$ cat src/rtl/lvds_word_align_ctrl.sv
// lvds_word_align_ctrl
//   Word-alignment controller for the clock lane of one LVDS channel. It
//   issues single-cycle bitslip pulses to the 7:1 deserializer until the
//   clock-lane word equals ALIGN_PATTERN, declares lock after LOCK_COUNT
//   consecutive good words, and drops lock after LOSS_THRESH consecutive
//   bad words or on an I_realign request.
//
// Ports
//   I_clk                pixel-rate clock (deserializer parallel clock)
//   I_rst                synchronous active-high reset
//   I_phase_align_pdata  aligned P-lane word from the comparison stage
//   I_lane_match         P equals inverted N for this word
//   I_realign            single-cycle request to drop lock and re-search
//   O_bitslip            single-cycle bitslip pulse to the deserializer
//   O_locked             word lock achieved
//   O_lock_lost          single-cycle pulse on LOCKED -> SEARCH
//   O_align_err          sticky, a full 7-slip rotation completed without lock
//   O_word_data          registered aligned word
//   O_word_valid         O_word_data is valid (locked and word good)
//   O_dbg_state          current FSM state, for debug and checker binding
//   O_slip_total         saturating bitslip count (LVDS_ALIGN_SLIP_STATS_EN only)
//
// Optional feature macro: LVDS_ALIGN_SLIP_STATS_EN adds O_slip_total.
//
// Output handshake: O_word_valid qualifies O_word_data in the same cycle.
// There is no ready input; the downstream unpacker must accept every word
// presented with O_word_valid=1 (no backpressure).
module lvds_word_align_ctrl #(
  parameter logic [6:0]  ALIGN_PATTERN = 7'b1100011,
  parameter int unsigned SLIP_WAIT     = 15,
  parameter int unsigned LOCK_COUNT    = 64,
  parameter int unsigned LOSS_THRESH   = 4
) (
  input  logic       I_clk,
  input  logic       I_rst,
  input  logic [6:0] I_phase_align_pdata,
  input  logic       I_lane_match,
  input  logic       I_realign,
  output logic       O_bitslip,
  output logic       O_locked,
  output logic       O_lock_lost,
  output logic       O_align_err,
  output logic [6:0] O_word_data,
  output logic       O_word_valid,
  output logic [2:0] O_dbg_state
`ifdef LVDS_ALIGN_SLIP_STATS_EN
  ,
  output logic [7:0] O_slip_total
`endif
);

  typedef enum logic [2:0] {
    ST_SEARCH = 3'd0,
    ST_SLIP   = 3'd1,
    ST_WAIT   = 3'd2,
    ST_VERIFY = 3'd3,
    ST_LOCKED = 3'd4
  } state_e;

  localparam logic [7:0] WAIT_LAST = 8'(SLIP_WAIT - 1);
  localparam logic [9:0] LOCK_CNT  = 10'(LOCK_COUNT);
  localparam logic [3:0] LOSS_CNT  = 4'(LOSS_THRESH);

  state_e     state_q, state_d;
  logic [2:0] slip_cnt_q, slip_cnt_d;
  logic [7:0] wait_cnt_q, wait_cnt_d;
  logic [9:0] good_cnt_q, good_cnt_d;
  logic [3:0] miss_cnt_q, miss_cnt_d;
  logic       bitslip_q, bitslip_d;
  logic       locked_q, locked_d;
  logic       lock_lost_q, lock_lost_d;
  logic       align_err_q, align_err_d;
  logic [6:0] word_data_q, word_data_d;
  logic       word_valid_q, word_valid_d;
  logic       good_word;
  logic       realign_take;

  assign good_word    = I_lane_match && (I_phase_align_pdata == ALIGN_PATTERN);
  // A realign during SLIP/WAIT is dropped: a search is already under way.
  assign realign_take = I_realign && (state_q != ST_SLIP) && (state_q != ST_WAIT);

  always_comb begin
    state_d     = state_q;
    slip_cnt_d  = slip_cnt_q;
    wait_cnt_d  = wait_cnt_q;
    good_cnt_d  = good_cnt_q;
    miss_cnt_d  = miss_cnt_q;
    align_err_d = align_err_q;
    lock_lost_d = 1'b0;

    if (realign_take) begin
      // Realign outranks a simultaneous lock or loss-of-lock decision.
      state_d     = ST_SEARCH;
      slip_cnt_d  = 3'd0;
      wait_cnt_d  = 8'd0;
      good_cnt_d  = 10'd0;
      miss_cnt_d  = 4'd0;
      lock_lost_d = (state_q == ST_LOCKED);
    end else begin
      case (state_q)
        ST_SEARCH: begin
          if (good_word) begin
            good_cnt_d = 10'd1;
            if (LOCK_CNT == 10'd1) begin
              state_d     = ST_LOCKED;
              slip_cnt_d  = 3'd0;
              align_err_d = 1'b0;
              miss_cnt_d  = 4'd0;
            end else begin
              state_d = ST_VERIFY;
            end
          end else begin
            state_d = ST_SLIP;
          end
        end
        ST_SLIP: begin
          // Seven slips cover every rotation of a 7-bit word.
          if (slip_cnt_q == 3'd6) begin
            slip_cnt_d  = 3'd0;
            align_err_d = 1'b1;
          end else begin
            slip_cnt_d = slip_cnt_q + 3'd1;
          end
          wait_cnt_d = 8'd0;
          state_d    = ST_WAIT;
        end
        ST_WAIT: begin
          if (wait_cnt_q == WAIT_LAST) begin
            wait_cnt_d = 8'd0;
            state_d    = ST_SEARCH;
          end else begin
            wait_cnt_d = wait_cnt_q + 8'd1;
          end
        end
        ST_VERIFY: begin
          if (good_word) begin
            good_cnt_d = good_cnt_q + 10'd1;
            if ((good_cnt_q + 10'd1) == LOCK_CNT) begin
              state_d     = ST_LOCKED;
              slip_cnt_d  = 3'd0;
              align_err_d = 1'b0;
              miss_cnt_d  = 4'd0;
            end
          end else begin
            good_cnt_d = 10'd0;
            state_d    = ST_SLIP;
          end
        end
        ST_LOCKED: begin
          if (good_word) begin
            miss_cnt_d = 4'd0;
          end else if ((miss_cnt_q + 4'd1) == LOSS_CNT) begin
            state_d     = ST_SEARCH;
            miss_cnt_d  = 4'd0;
            good_cnt_d  = 10'd0;
            lock_lost_d = 1'b1;
          end else begin
            miss_cnt_d = miss_cnt_q + 4'd1;
          end
        end
        default: state_d = ST_SEARCH;
      endcase
    end

    // Outputs are registered from the next state so that they line up with
    // the state they describe.
    bitslip_d    = (state_d == ST_SLIP);
    locked_d     = (state_d == ST_LOCKED);
    word_valid_d = locked_d && good_word;
    word_data_d  = I_phase_align_pdata;
  end

  always_ff @(posedge I_clk) begin
    if (I_rst) begin
      state_q      <= ST_SEARCH;
      slip_cnt_q   <= 3'd0;
      wait_cnt_q   <= 8'd0;
      good_cnt_q   <= 10'd0;
      miss_cnt_q   <= 4'd0;
      bitslip_q    <= 1'b0;
      locked_q     <= 1'b0;
      lock_lost_q  <= 1'b0;
      align_err_q  <= 1'b0;
      word_data_q  <= 7'd0;
      word_valid_q <= 1'b0;
    end else begin
      state_q      <= state_d;
      slip_cnt_q   <= slip_cnt_d;
      wait_cnt_q   <= wait_cnt_d;
      good_cnt_q   <= good_cnt_d;
      miss_cnt_q   <= miss_cnt_d;
      bitslip_q    <= bitslip_d;
      locked_q     <= locked_d;
      lock_lost_q  <= lock_lost_d;
      align_err_q  <= align_err_d;
      word_data_q  <= word_data_d;
      word_valid_q <= word_valid_d;
    end
  end

`ifdef LVDS_ALIGN_SLIP_STATS_EN
  logic [7:0] slip_total_q, slip_total_d;

  // Counts pulses as they leave the block; only I_rst clears it.
  always_comb begin
    slip_total_d = slip_total_q;
    if (bitslip_q && (slip_total_q != 8'hFF)) begin
      slip_total_d = slip_total_q + 8'd1;
    end
  end

  always_ff @(posedge I_clk) begin
    if (I_rst) begin
      slip_total_q <= 8'd0;
    end else begin
      slip_total_q <= slip_total_d;
    end
  end

  assign O_slip_total = slip_total_q;
`endif

  assign O_bitslip    = bitslip_q;
  assign O_locked     = locked_q;
  assign O_lock_lost  = lock_lost_q;
  assign O_align_err  = align_err_q;
  assign O_word_data  = word_data_q;
  assign O_word_valid = word_valid_q;
  assign O_dbg_state  = state_q;

endmodule

$ cat config.mk
export PLATFORM = sky130hd
export DESIGN_NAME = lvds_word_align_ctrl
export DESIGN_NICKNAME = d
export VERILOG_FILES = /design/src/rtl/lvds_word_align_ctrl.sv
export SDC_FILE = /design/constraint.sdc
export NUM_CORES = 1
export LEC_CHECK = 0
export CAP_MARGIN = 20
export CORE_ASPECT_RATIO = 1.75
export CORE_MARGIN = 4
export CORE_UTILIZATION = 54
export DETAILED_ROUTE_END_ITERATION = 12
export GPL_TIMING_DRIVEN = 0
export PLACE_DENSITY = 0.85
export SLEW_MARGIN = 20
export SYNTH_ARGS = -nofsm -noshare
export SYNTH_HDL_FRONTEND = slang
export SYNTH_SLANG_ARGS = --single-unit
$ cat constraint.sdc
create_clock -name I_clk -period 2.2 [get_ports I_clk]
set_input_delay 0.22 -clock I_clk [delete_from_list [all_inputs] [get_ports I_clk]]
set_output_delay 0.22 -clock I_clk [all_outputs]
set_load 0.01 [all_outputs]
* After elaboration in Yosys (flattened, before gate mapping)
Index checks and enable logic that the tools add are counted. W data, S select, Z words.
Word-level totals: flip-flop bits (word level) 40, input bits 11
Cells by class: add/subtract/negate cells 4, equality and inequality tests 19, mux-type cells 32, bitwise logic cells 1, reduce and logical (&&, ||, !) cells 14
Operators by type and width (count):
- $mux W10 | 4
- $pmux W10 S3 | 1
- $mux W3 | 9
- $mux W4 | 4
- $pmux W8 S2 | 1
- $pmux W3 S5 | 1
- $add A10 B1 Y10 const B | 1
- $eq A10 B7 Y1 const B | 1
- $ne A2 B2 Y1 const B | 5
- $eq A3 B3 Y1 const B | 3
- $add A8 B1 Y8 const B | 1
- $eq A8 B4 Y1 const B | 1
- $mux W8 | 1
- $pmux W4 S2 | 1
- $eq A7 B7 Y1 const B | 1
- $mux W1 | 7
- $eq A3 B1 Y1 const B | 2
- $eq A3 B2 Y1 const B | 2
- $pmux W3 S2 | 1
- $reduce_and A3 Y1 | 2
- $reduce_bool A2 Y1 | 3
- $reduce_and A5 Y1 | 1
- $add A4 B1 Y4 const B | 1
- $eq A4 B3 Y1 const B | 1
- other kinds (12) | 15

* Longest topological paths before layout
word-level depth 8, gate-level depth with buffers 9, depth with buffers taken out 7

* Worst setup path before layout
Ideal clock, no wire load.
path kind reg-to-reg, from register state_q[0] (netlist: O_dbg_state[0]), to register good_cnt_q[8], setup time 0.074 ns, data arrival time 1.939 ns, required time 2.126 ns, slack 0.187 ns, stages on the path, launching flop included 9, buffers on the path 3, period minus slack after synthesis 2.013 ns, path through dfxtp_1 > buf_6 > xnor2_1 > or2_1 > buf_6 > a21o_1 > buf_6 > or4_4 > a31oi_1
On the way: longest elaborated chain between the ends 4, elaborated cells on any way between the ends 14
Ends and longest elaborated chain:
- from (decl) | line 64 | state_e state_q, state_d;
- from (signal assigned) | line 187 | state_q <= state_d;
- parallel branches: the longest is 4 deep, another holds $reduce_and A4 Y1
- to (signal assigned) | line 190 | good_cnt_q <= good_cnt_d;
- to (decl) | line 67 | logic [9:0] good_cnt_q, good_cnt_d;
Several ways; the timed one is not identified. A chain may end at the register's enable or synchronous reset.

* Worst setup path in the final report
from register good_cnt_q[4], to register word_valid_q (netlist: O_word_valid)
On the way: longest elaborated chain between the ends 8
Ends and longest elaborated chain:
- $add A10 B1 Y10 | line 138 | if ((good_cnt_q + 10'd1) == LOCK_CNT) begin
- $eq A10 B7 Y1 | line 138
- $mux W3 | line 138
- $mux W3 | line 136 | if (good_word) begin
- $pmux W3 S5 | line 100 | case (state_q)
- $mux W3 | line 91 | if (realign_take) begin
- $eq A3 B3 Y1 | line 168 | locked_d = (state_d == ST_LOCKED);
- $logic_and A1 B1 Y1 | line 169 | word_valid_d = locked_d && good_word;
- to (signal assigned) | line 197 | word_valid_q <= word_valid_d;
- to (decl) | line 74 | logic word_valid_q, word_valid_d;
Every way passes these cells.

==> Flow_metrics.wiki <==
{| class="wikitable"
! Metric !! Value
|-
| Share of the cycle needed by the critical path after routing || 0.993
|-
| Setup violators final || 0
|-
| Buffering stage count on the worst path with inverters included || 2
|-
| Total clock sinks || 40
|-
| Fin Setup TNS || 0 ns
|-
| Critical Path End Type || flop
|-
| Number of standard cells after synthesis || 241
|-
| Detailed-router iteration count before antenna repair || 4
|-
| Data required time of the critical path || 2.39 ns
|-
| Capture point of the worst reg-to-reg path || O_word_valid
|-
| Maximum number of pins on one net before global-route repair || 12
|-
| Count of port buffers added during placement || 25
|-
| Worst reg2reg setup slack || 0.02 ns
|-
| Synth warn || 0
|-
| Outcome || complete, no violations
|-
| DP Area || 2300 um^2
|-
| Area of the mapped netlist || 1990 um^2
|-
| Vias in the first global route || 1858
|-
| Width of the die || 53.9 um
|-
| Largest delay share family, worst path || simple AND/OR/NAND/NOR gates
|-
| Dominant cells by area after synthesis || sky130_fd_sc_hd__dfxtp_1 40%, sky130_fd_sc_hd__a21oi_1 6.0%, sky130_fd_sc_hd__nor2_1 4.3%
|-
| Starting density of the core || 0.555
|-
| Global route overflow || 0
|-
| EDFF count, synth || 0
|-
| Utilization after layout || 0.709
|-
| Post-cts hold buffer count || 0
|-
| Synth async-reset ratio || 0
|-
| Pre-CTS worst setup slack || -0.597 ns
|-
| Post-route minimum period || 2.18 ns
|-
| Total of max-cap violations || 0
|-
| Slew headroom || 0.627
|-
| Largest clock skew in the final design || 0.00475 ns
|-
| CP arrival || 2.37 ns
|-
| Worst Hold Margin || 0.489 ns
|-
| Unique cell type count in the Yosys netlist || 46
|-
| Per-cell routed wire length || 14.9 um
|-
| Kind of launch point of the worst setup path || flop
|-
| RePlAce Congestion || 0.804
|-
| Hold violation count in the final report || 0
|-
| Largest fanout on the critical path || 7
|-
| Cell at the root of the clock tree || sky130_fd_sc_hd__clkbuf_8
|-
| Post-synthesis cell type with the largest combined area || sky130_fd_sc_hd__dfxtp_1
|-
| Area enclosed by the die boundary || 4770 um^2
|-
| Worst Hold Launch || miss_cnt_q[1]
|-
| Antenna violations before repair || 0
|-
| Total Nets Final || 296
|-
| DR vias/cell || 6.00
|-
| Clk slew on worst S/H paths || 0.07 ns
|-
| Post-detailed-route count of antenna-violating nets || 0
|-
| Class of the most critical setup path || flop to flop
|-
| Post-route worst setup slack || 0.0154 ns
|-
| Number of diodes added for antenna fixing || 0
|-
| Pin slew with the least headroom to its limit || 0.553 ns
|-
| CP max stage delay || 0.35 ns
|-
| Proportion of netlist area held by the largest area contributor || 0.402
|-
| Startpoint of the lowest-slack register-to-register path || good_cnt_q[4]
|-
| Final-report max-slew violation count || 0
|-
| First-pass GRT wire length || 7980 um
|-
| Power density relative to cell area || 612 nW/um^2
|-
| Placed wire-length estimate || 3450 um
|-
| Clk buf depth || 2
|-
| Worst voltage drop across the vdd grid || 0.624 mV
|-
| #FFs+latches synth || 40
|-
| Insertion delay of the later-clocked pin in the worst-skew pair || 0.29 ns
|-
| Area of all placed cells without fillers || 2550 um^2
|-
| Via count || 1955
|-
| R2R cell count || 8
|-
| Row Count || 29
|-
| Worst hold path depth || 2
|-
| Layout cell share with drive strength beyond 1 || 0.146
|-
| Total Routed Length || 4870 um
|-
| P&R area growth vs syn || 27.7%
|-
| Syn Area/Cell || 8.28 um^2
|-
| Mapped Nets || 257
|-
| Standard cell with the maximum stage delay on the critical path || sky130_fd_sc_hd__nand4b_1
|-
| Sequential cell area fraction in the yosys report || 0.402
|-
| Maximum clock frequency || 0.458 GHz
|-
| Worst Hold End || miss_cnt_q[1]
|-
| I/O pin cnt || 26
|-
| Hold WC Path Type || flop to flop
|-
| Synth Flop Type || sky130_fd_sc_hd__dfxtp_1
|-
| Die height || 88.4 um
|-
| Core Area || 3590 um^2
|-
| Leading cell type by number of instances after synthesis || sky130_fd_sc_hd__dfxtp_1
|-
| Initial DRC count || 40
|-
| DRC viols || 0
|-
| CTS buffer count || 5
|-
| Top post-synthesis cells by count || 40 x sky130_fd_sc_hd__dfxtp_1, 24 x sky130_fd_sc_hd__a21oi_1, 23 x sky130_fd_sc_hd__nor2_1
|-
| Chain of cells forming the critical path || buf_2 -> nand4_1 -> nor2_2 -> a31oi_2 -> nand4b_1 -> buf_4 -> o21a_1 -> nor3_1
|-
| Standby leakage power || 0.865 nW
|-
| Htree depth || 2
|-
| Clock tree from TritonCTS || done
|-
| Total global routing track utilization || 0.224
|}
## stage by stage
stage          cells  power, W
4_1_cts          320   0.00156
3_3_place_gp     312   0.00104
5_1_grt          326   0.00163
2_1_floorplan    241  0.000949
6_report         326   0.00156
3_5_place_dp     312   0.00104
## what timing repair did
item	in CTS	in global routing
gates resized for setup	6	18
pin swaps	1	9
endpoints found under the hold margin	0	0
endpoints found under the setup margin	19	23
setup buffers	1	6
## kinds of logic (layout without fill, tap and decap cells)
kind of cell,count (synthesis),count (layout),share of synthesized area
AO/OA/AOI/OAI,70,70,0.220
flip-flops,40,40,0.402
AND/OR/NAND/NOR,107,107,0.287
XOR/XNOR,5,5,0.0220
adder cells (fa/ha/maj),5,5,0.0314
buffers and inverters,14,53,0.0389
## metal layers
layer  global-route usage  part of all wire
met2                0.397              0.56
met4                0.133             0.042
met5                    0                 0
met3               0.0388             0.035
met1                0.234              0.36
## worst register-to-register path: cells and delay by family, from the launching register on
family / cells / cell delay (ns)
DFF: 1 / 0.30
and+or+nand+nor: 4 / 1.06
AOI/OAI and AO/OA: 2 / 0.32
buffers and inverters: 2 / 0.41
## cell usage in the layout (no fill, tap or decap), drive strengths merged, types with 5 or more instances in the layout
cell type	instances
o21ai	16
nor3	9
nor2	23
a21oi	24
buf	13
nand3	11
dfxtp	40
inv	5
clkbuf	10
nand2	19
a31oi	7
ha	5
nor2b	10
clkdlybuf4s50	25
and3	5
or3	6
## final cells by class
cell class	count	area [um^2]
Sequential cell	40	808
Multi-Input combinational cell	187	1200
Buffer	9	58.8
Fill cell	277	1050
Clock buffer	7	96.3
Timing Repair Buffer	32	303
Inverter	5	18.8
Tap cell	46	57.6
## power by group
part / internal, W / total, W / switching, W
Combinational: 0.000125 / 0.000282 / 0.000157
Sequential: 0.000743 / 0.000756 / 0.0000132
Clock: 0.000279 / 0.000521 / 0.000242
Total: 0.00115 / 0.00156 / 0.000412
## how the worst max path moves through the flow
stage	cells after the start	slack [ns]	start	end
5_1_grt	7	-0.04	good_cnt_q[1]	miss_cnt_q[2]
6_report	8	0.02	good_cnt_q[4]	O_word_valid
4_1_cts	6	0.007	I_phase_align_pdata[4]	slip_cnt_q[1]
3_3_place_gp	7	-0.57	I_phase_align_pdata[4]	good_cnt_q[8]
2_1_floorplan	8	0.19	O_dbg_state[0]	good_cnt_q[8]
3_5_place_dp	7	-0.60	I_phase_align_pdata[4]	good_cnt_q[8]
## sequential cells by signal, summed over array words and instances, names as in the netlist, 3 cells and up
| name | cells |
|---|---|
| O_word_data | 7 |
| wait_cnt_q | 8 |
| good_cnt_q | 10 |
| miss_cnt_q | 4 |
| slip_cnt_q | 3 |
| O_dbg_state | 3 |
Power figures use the tool's default switching activity.
